[config.mk]
export PLATFORM = sky130hd
export DESIGN_NAME = alu_div_core
export DESIGN_NICKNAME = d
export VERILOG_FILES = /design/src/rtl/alu_div_pkg.sv /design/src/rtl/alu_div_step.sv /design/src/rtl/alu_div_core.sv
export SDC_FILE = /design/constraint.sdc
export NUM_CORES = 1
export LEC_CHECK = 0
export BUFFER_PORTS_ARGS = -buffer_cell sky130_fd_sc_hd__buf_2
export CORE_ASPECT_RATIO = 0.5
export CORE_MARGIN = 1.5
export CORE_UTILIZATION = 55
export DETAILED_ROUTE_END_ITERATION = 12
export PLACE_DENSITY = 0.87
export SLEW_MARGIN = 20
export SYNTH_ARGS = -nofsm -noshare
export SYNTH_HDL_FRONTEND = slang
export SYNTH_HIERARCHICAL = 1
export SYNTH_SLANG_ARGS = --single-unit
[constraint.sdc]
create_clock -name clk -period 4.4 [get_ports clk]
set_input_delay 0.88 -clock clk [delete_from_list [all_inputs] [get_ports clk]]
set_output_delay 0.88 -clock clk [all_outputs]
set_load 0.01 [all_outputs]
[src/rtl/alu_div_pkg.sv]
// -----------------------------------------------------------------------------
// alu_div_pkg
// Shared definitions for the iterative divider core:
//   - default operand width / iteration-counter width
//   - operation encodings (DIV, DIVU, REM, REMU)
//   - controller state encoding
//   - small decode helpers for the op field
// No ports (package).
// -----------------------------------------------------------------------------
package alu_div_pkg;

  localparam int DEFAULT_W = 32;
  localparam int DEFAULT_C = 6;

  typedef enum logic [1:0] {
    OP_DIV  = 2'b00,
    OP_DIVU = 2'b01,
    OP_REM  = 2'b10,
    OP_REMU = 2'b11
  } div_op_e;

  typedef enum logic [1:0] {
    ST_IDLE = 2'b00,
    ST_LOAD = 2'b01,
    ST_RUN  = 2'b10,
    ST_DONE = 2'b11
  } div_state_e;

  // op[0] = 0 selects the signed flavour (DIV / REM).
  function automatic logic op_is_signed(input logic [1:0] op);
    return ~op[0];
  endfunction

  // op[1] = 1 selects the remainder result (REM / REMU).
  function automatic logic op_is_rem(input logic [1:0] op);
    return op[1];
  endfunction

endpackage

[src/rtl/alu_div_step.sv]
// -----------------------------------------------------------------------------
// alu_div_step
// One combinational restoring-division iteration on the shift/subtract
// accumulator.  Accumulator layout (AW = 2W+5 bits):
//   [2W+4:W+3]  partial remainder (W+2 bits)
//   [W+2:3]     dividend bits still to consume / quotient bits produced
//   [2:0]       always zero
// Iteration: shift left by one, subtract the divisor magnitude from the
// upper field, keep the difference and write a 1 into bit 3 when it is
// non-negative, otherwise keep the shifted value (bit 3 stays 0).
//
// Ports:
//   accum_in   [2W+3:0]  current accumulator without its top bit (the top
//                        bit is always 0 between iterations and is shifted out)
//   divisor    [W-1:0]   divisor magnitude
//   accum_out  [2W+4:0]  accumulator after this iteration
// -----------------------------------------------------------------------------
module alu_div_step #(
  parameter int W = 32
) (
  input  logic [2*W+3:0] accum_in,
  input  logic [W-1:0]   divisor,
  output logic [2*W+4:0] accum_out
);

  localparam int AW = 2*W + 5;

  logic [AW-1:0] shifted;
  logic [W+1:0]  trial;

  always_comb begin
    shifted   = {accum_in, 1'b0};
    // Both operands are below 2^(W+1), so a W+2-bit difference carries a
    // valid sign in its MSB and a magnitude of 2^(W-1) never wraps.
    trial     = shifted[AW-1:W+3] - {2'b00, divisor};
    accum_out = shifted;
    if (!trial[W+1]) begin
      accum_out[AW-1:W+3] = trial;
      accum_out[3]        = 1'b1;
    end
  end

endmodule

[src/rtl/alu_div_core.sv]
// -----------------------------------------------------------------------------
// alu_div_core
// Multi-cycle restoring divider for DIV / DIVU / REM / REMU.  The core works on
// operand magnitudes and reports the sign corrections in div_sbit; the final
// negation and result selection happen downstream.
//
// Build option: define DIV_SIGNED_EN to enable signed DIV/REM handling
// (magnitude conversion, sign bits, overflow detection).  Without it every
// op is treated as unsigned.
//
// Sequence: IDLE -> LOAD -> RUN (W cycles) -> DONE -> IDLE.
// Divide-by-zero and signed overflow go LOAD -> DONE directly.
//
// Ports:
//   clk           clock, rising edge
//   a_rst         asynchronous active-high reset
//   start         one-cycle request, sampled only in IDLE
//   op[1:0]       00 DIV, 01 DIVU, 10 REM, 11 REMU
//   op_a, op_b    dividend / divisor (W bits)
//   load          high during the LOAD cycle (accumulator just initialised)
//   accum         shift/subtract accumulator (2W+5 bits); after the run the
//                 quotient magnitude sits in [W+2:3] and the remainder
//                 magnitude in [2W+3:W+4] (i.e. [2W+4:W+3] reads as 2x rem)
//   div_sbit      [1] negate remainder, [0] negate quotient
//   div_zero      divisor was zero (latched)
//   div_overflow  signed min / -1 (latched)
//   div_res_sel   1 = remainder op (latched op[1])
//   dact, busy    high from LOAD through DONE
// -----------------------------------------------------------------------------
module alu_div_core
  import alu_div_pkg::*;
#(
  parameter int W = DEFAULT_W,
  parameter int C = DEFAULT_C
) (
  input  logic             clk,
  input  logic             a_rst,
  input  logic             start,
  input  logic [1:0]       op,
  input  logic [W-1:0]     op_a,
  input  logic [W-1:0]     op_b,
  output logic             load,
  output logic [2*(W+2):0] accum,
  output logic [1:0]       div_sbit,
  output logic             div_zero,
  output logic             div_overflow,
  output logic             div_res_sel,
  output logic             dact,
  output logic             busy
);

  localparam int AW = 2*W + 5;

  div_state_e     state_reg, state_next;
  logic [C-1:0]   count_reg;
  logic [AW-1:0]  accum_reg;
  logic [AW-1:0]  step_out;
  logic [W-1:0]   mag_b_reg;
  logic [1:0]     sbit_reg;
  logic           zero_reg;
  logic           ovf_reg;
  logic           res_sel_reg;

  // Operand conditioning (combinational, sampled on the accepting edge).
  logic           sign_a;
  logic           sign_b;
  logic [W-1:0]   mag_a;
  logic [W-1:0]   mag_b;
  logic           is_ovf;
  logic           is_zero;
  logic           special;
  logic           last_iter;

`ifdef DIV_SIGNED_EN
  localparam logic [W-1:0] MIN_NEG = {1'b1, {(W-1){1'b0}}};
  logic signed_op;

  assign signed_op = op_is_signed(op);
  assign sign_a    = signed_op & op_a[W-1];
  assign sign_b    = signed_op & op_b[W-1];
  // Two's-complement negate; the most negative value maps onto its own
  // bit pattern, which read unsigned is the correct magnitude 2^(W-1).
  assign mag_a     = sign_a ? (~op_a + 1'b1) : op_a;
  assign mag_b     = sign_b ? (~op_b + 1'b1) : op_b;
  assign is_ovf    = signed_op && (op_a == MIN_NEG) && (&op_b);
`else
  logic unused_op_bit;

  // op[0] only distinguishes signed from unsigned, which this build folds
  // together.
  assign unused_op_bit = op[0];
  assign sign_a        = 1'b0;
  assign sign_b        = 1'b0;
  assign mag_a         = op_a;
  assign mag_b         = op_b;
  assign is_ovf        = 1'b0;
`endif

  assign is_zero   = (op_b == '0);
  assign special   = zero_reg | ovf_reg;
  assign last_iter = (count_reg == C'(W-1));

  alu_div_step #(.W(W)) u_step (
    .accum_in  (accum_reg[AW-2:0]),
    .divisor   (mag_b_reg),
    .accum_out (step_out)
  );

  // ---------------------------------------------------------------------------
  // Controller: state register
  // ---------------------------------------------------------------------------
  always_ff @(posedge clk or posedge a_rst) begin
    if (a_rst) begin
      state_reg <= ST_IDLE;
    end else begin
      state_reg <= state_next;
    end
  end

  // ---------------------------------------------------------------------------
  // Controller: next state and status outputs
  // ---------------------------------------------------------------------------
  always_comb begin
    state_next = state_reg;
    load       = 1'b0;
    dact       = 1'b0;
    busy       = 1'b0;
    case (state_reg)
      ST_IDLE: begin
        if (start) begin
          state_next = ST_LOAD;
        end
      end
      ST_LOAD: begin
        load       = 1'b1;
        dact       = 1'b1;
        busy       = 1'b1;
        state_next = special ? ST_DONE : ST_RUN;
      end
      ST_RUN: begin
        dact = 1'b1;
        busy = 1'b1;
        if (last_iter) begin
          state_next = ST_DONE;
        end
      end
      ST_DONE: begin
        dact       = 1'b1;
        busy       = 1'b1;
        state_next = ST_IDLE;
      end
      default: begin
        state_next = ST_IDLE;
      end
    endcase
  end

  // ---------------------------------------------------------------------------
  // Datapath.  Operands and flags are captured on the edge that accepts
  // start, so the initialised accumulator is already visible while load is
  // high.  Nothing changes in IDLE/DONE, which keeps results held until the
  // next accepted request.
  // ---------------------------------------------------------------------------
  always_ff @(posedge clk or posedge a_rst) begin
    if (a_rst) begin
      accum_reg   <= '0;
      count_reg   <= '0;
      mag_b_reg   <= '0;
      sbit_reg    <= 2'b00;
      zero_reg    <= 1'b0;
      ovf_reg     <= 1'b0;
      res_sel_reg <= 1'b0;
    end else begin
      case (state_reg)
        ST_IDLE: begin
          if (start) begin
            res_sel_reg <= op_is_rem(op);
            zero_reg    <= is_zero;
            ovf_reg     <= is_ovf;
            sbit_reg    <= {sign_a, sign_a ^ sign_b};
            mag_b_reg   <= mag_b;
            count_reg   <= '0;
            if (is_zero || is_ovf) begin
              // No iterations will run: park the raw dividend in the
              // remainder slot so the downstream result mux finds it there.
              accum_reg <= {1'b0, op_a, 1'b0, mag_a, 3'b000};
            end else begin
              accum_reg <= {{(W+2){1'b0}}, mag_a, 3'b000};
            end
          end
        end
        ST_RUN: begin
          count_reg <= count_reg + 1'b1;
          if (last_iter) begin
            // Final iteration also moves the remainder up one place so it
            // lands in [2W+3:W+4], the same slot the special cases use.
            accum_reg <= {step_out[AW-2:W+3], 1'b0, step_out[W+2:0]};
          end else begin
            accum_reg <= step_out;
          end
        end
        default: begin
        end
      endcase
    end
  end

  assign accum        = accum_reg;
  assign div_sbit     = sbit_reg;
  assign div_zero     = zero_reg;
  assign div_overflow = ovf_reg;
  assign div_res_sel  = res_sel_reg;

endmodule

==> results.cfg <==
[outcome]
status = complete, no violations

[min_path]
min_path_type = reg2reg

[drt]
viasPerCell = 6.27
ant_nets = 0
firstDrtPassIters = 7
drt-initial-drc-count = 666
drt-total-wl_um = 22600
drc = 0
wl_per_cell_um = 18.7
vias = 7579

[cells_and_area]
instances_no_fill = 1208
layout-drive-gt1-share_pct = 24.5
stdcell_area_um2 = 9010
areaGrowthSynthToFinish_pct = 10.8
nNetsFinal = 1113
n_antenna_cell = 0
largest_reg_flops = 69

[floorplanning]
design.die.area_um2 = 15600
start_util_pct = 56.2
die_w_um = 175
rows = 31
coreArea_um2 = 14500
ios = 146
die_h_um = 89.0

[cts]
cts_tree = built
path_clk_slew_ps = 90
ctsHoldBuffers = 0
clk_latency_ps = 360
clock-root-buffer = clkbuf_16
clk_path_buf_depth = 2
cts-htree-levels = 3
ctsResizeCount = 0
cts_num_sinks = 111
postCtsSetupBuffers = 0
cts_buffers = 9

[power_and_ir_drop]
p_leak_nw = 4.26
powerDensity_nw_per_um2 = 959
peakVddDrop_mv = 0.486

[timing]
hold_viol_final = 0
fin_tns_setup_ps = 0
rsz0062_at_grt = false
fmax_mhz = 240
fin_crit_ps = 4170
hold_slack_ps = 500
min_period_over_period_pct = 94.8
tightest_slew_ps = 1100
report.final.slew_viol_count = 0
maxSlewHeadroom_pct = 26.5
final.setup_skew_ps = 16.8
setup_viol = 0
setup_ws_ps = 227

[setup_path]
critPathMaxFanout = 23
cp.required_ps = 4610
end_kind = flop
start_kind = flop
reg2reg_slack_ps = 230
cp.arrival_ps = 4390
critical_path_class = reg2reg

[logic_synthesis]
syn-cell-area_um2 = 8130
ys_top_cells_by_area = dfrtp_1 (34%), ha_1 (5.8%), mux2_2 (5.7%), nor2_1 (4.8%), mux2i_1 (4.6%)
ys_seq_elements = 111
netlist.area_leader.share_pct = 34.2
synth-main-ff-cell = dfrtp_1
synth-seq-area-share_pct = 34.2
synthArstFlopShare_pct = 100
synthCells = 930
synth_edf_count = 0
ys_warn_count = 6
yosys.area.top_type = dfrtp_1
yosys.cell_types.count = 79
synth.avg_cell_area_um2 = 8.74

[flow_run]
cap_violations = 0

[placement]
dp_slack_ps = 177
postPlaceCellArea_um2 = 8670
io_buffers = 141
dp_hpwl_um = 16900
dp.cells = 1192
gp_congestion = 0.931

[global_route]
grt_pass1_vias = 6974
grt_pass1_wl_um = 35800
grt_max_degree = 85
antenna_found_initial = 0
overflow = 0
grt_usage_pct = 29.0
[power breakdown]
group / internal [mW] / switching [mW] / total, mW / leakage [nW]
registers: 1.47 / 0.367 / 1.84 / 1.33
logic: 2.38 / 3.54 / 5.92 / 2.78
clock network: 0.422 / 0.463 / 0.885 / 0.155
[critical path, cell delays in order, from the launching register on]
cell      delay (ps)
dfrtp_1          440
ha_1             440
a211oi_2         280
nand2_1          130
nor3_2           420
a21oi_2          170
o21ai_0          190
a31oi_1          130
ha_1             380
buf_4            290
nand2b_1          80
a221o_1          320
a211oi_1         250
o211ai_1         180
mux2i_1          220
o21ai_0          110
[path summary, 6_finish.rpt]
path                                         endpoint                   from  cells after the start
worst max-delay path            accum[68]$_DFFE_PP0P_  accum[45]$_DFFE_PP0P_                     15
worst min-delay path            accum[68]$_DFFE_PP0P_  accum[68]$_DFFE_PP0P_                      2
worst max register to register  accum[68]$_DFFE_PP0P_  accum[45]$_DFFE_PP0P_                     15
worst min register to register  accum[68]$_DFFE_PP0P_  accum[68]$_DFFE_PP0P_                      2
max in group asynchronous       accum[55]$_DFFE_PP0P_                  a_rst                      3
min in group asynchronous        accum[7]$_DFFE_PP0P_                  a_rst                      2
[logic make-up (layout without fill, tap and decap cells)]
| logic type | Yosys count | count (layout) | share of synthesized area, % |
|---|---|---|---|
| flip-flops | 111 | 111 | 34.2 |
| multiplexers | 78 | 78 | 10.2 |
| AND/OR/NAND/NOR | 314 | 314 | 18.6 |
| buffers and inverters | 142 | 220 | 9.16 |
| XOR/XNOR | 11 | 11 | 1.18 |
| adder cells (fa/ha/maj) | 39 | 39 | 6.09 |
| AO/OA/AOI/OAI | 233 | 233 | 20.5 |
| other | 2 | 4 | 0.0924 |
[per-stage QoR]
step	utilization [%]	total power, mW
2_1_floorplan	-	6.29
3_3_place_gp	59.9	7.39
3_5_place_dp	59.9	7.58
4_1_cts	62.1	8.51
5_1_grt	62.3	9.30
6_report	62.3	8.64
[metal layers]
metal | up-vias | wire [um] | track usage [%]
met3 | 37 | 1640 | 4.80
met4 | 0 | 366 | 7.30
met1 | 3691 | 10100 | 39.5
met2 | 330 | 10500 | 48.7
li1 | 3521 | - | -
met5 | - | 0 | 0
[Yosys cell counts, types with 4 or more instances]
library cell    n
xnor2_1         7
xor2_1          4
mux2_2         41
a31oi_1         4
o22ai_1        33
buf_2          25
o21a_1          7
nor4_1         10
dfrtp_1       111
nor2b_1         4
o31ai_1         9
inv_1          46
o21ai_1         8
o211ai_1       44
a21o_1         15
or3_1           5
ha_1           38
a21boi_0        6
mux2i_1        37
a21oi_1        29
nand4_1        39
buf_6           5
clkbuf_1       25
a22o_1          4
a21oi_2         5
nor3_1         16
nor2_1        104
nand3_1        18
buf_4          38
nand2b_1        8
a211oi_1        6
nand2_1        79
o21ai_0        24
and3_1          6
[placed cells by master (no fill, tap or decap), types with 9 or more instances in the layout]
cell type / n
a21o_1: 15
a21oi_1: 28
buf_2: 141
buf_4: 14
clkbuf_16: 9
dfrtp_1: 111
ha_1: 38
inv_1: 45
mux2_2: 41
mux2i_1: 36
nand2_1: 79
nand3_1: 18
nand4_1: 39
nor2_1: 104
nor3_1: 16
nor4_1: 10
o211ai_1: 44
o21ai_0: 24
o22ai_1: 33
o31ai_1: 9
[layout make-up]
cell class	count	area, um^2
timing repair buffer	156	822
tap	198	248
clock inverter	7	93.8
multi-input combinational	679	4650
clock buffer	9	225
sequential	111	2780
fill	1232	5460
inverter	48	189
(Power assumes the default switching activity.)
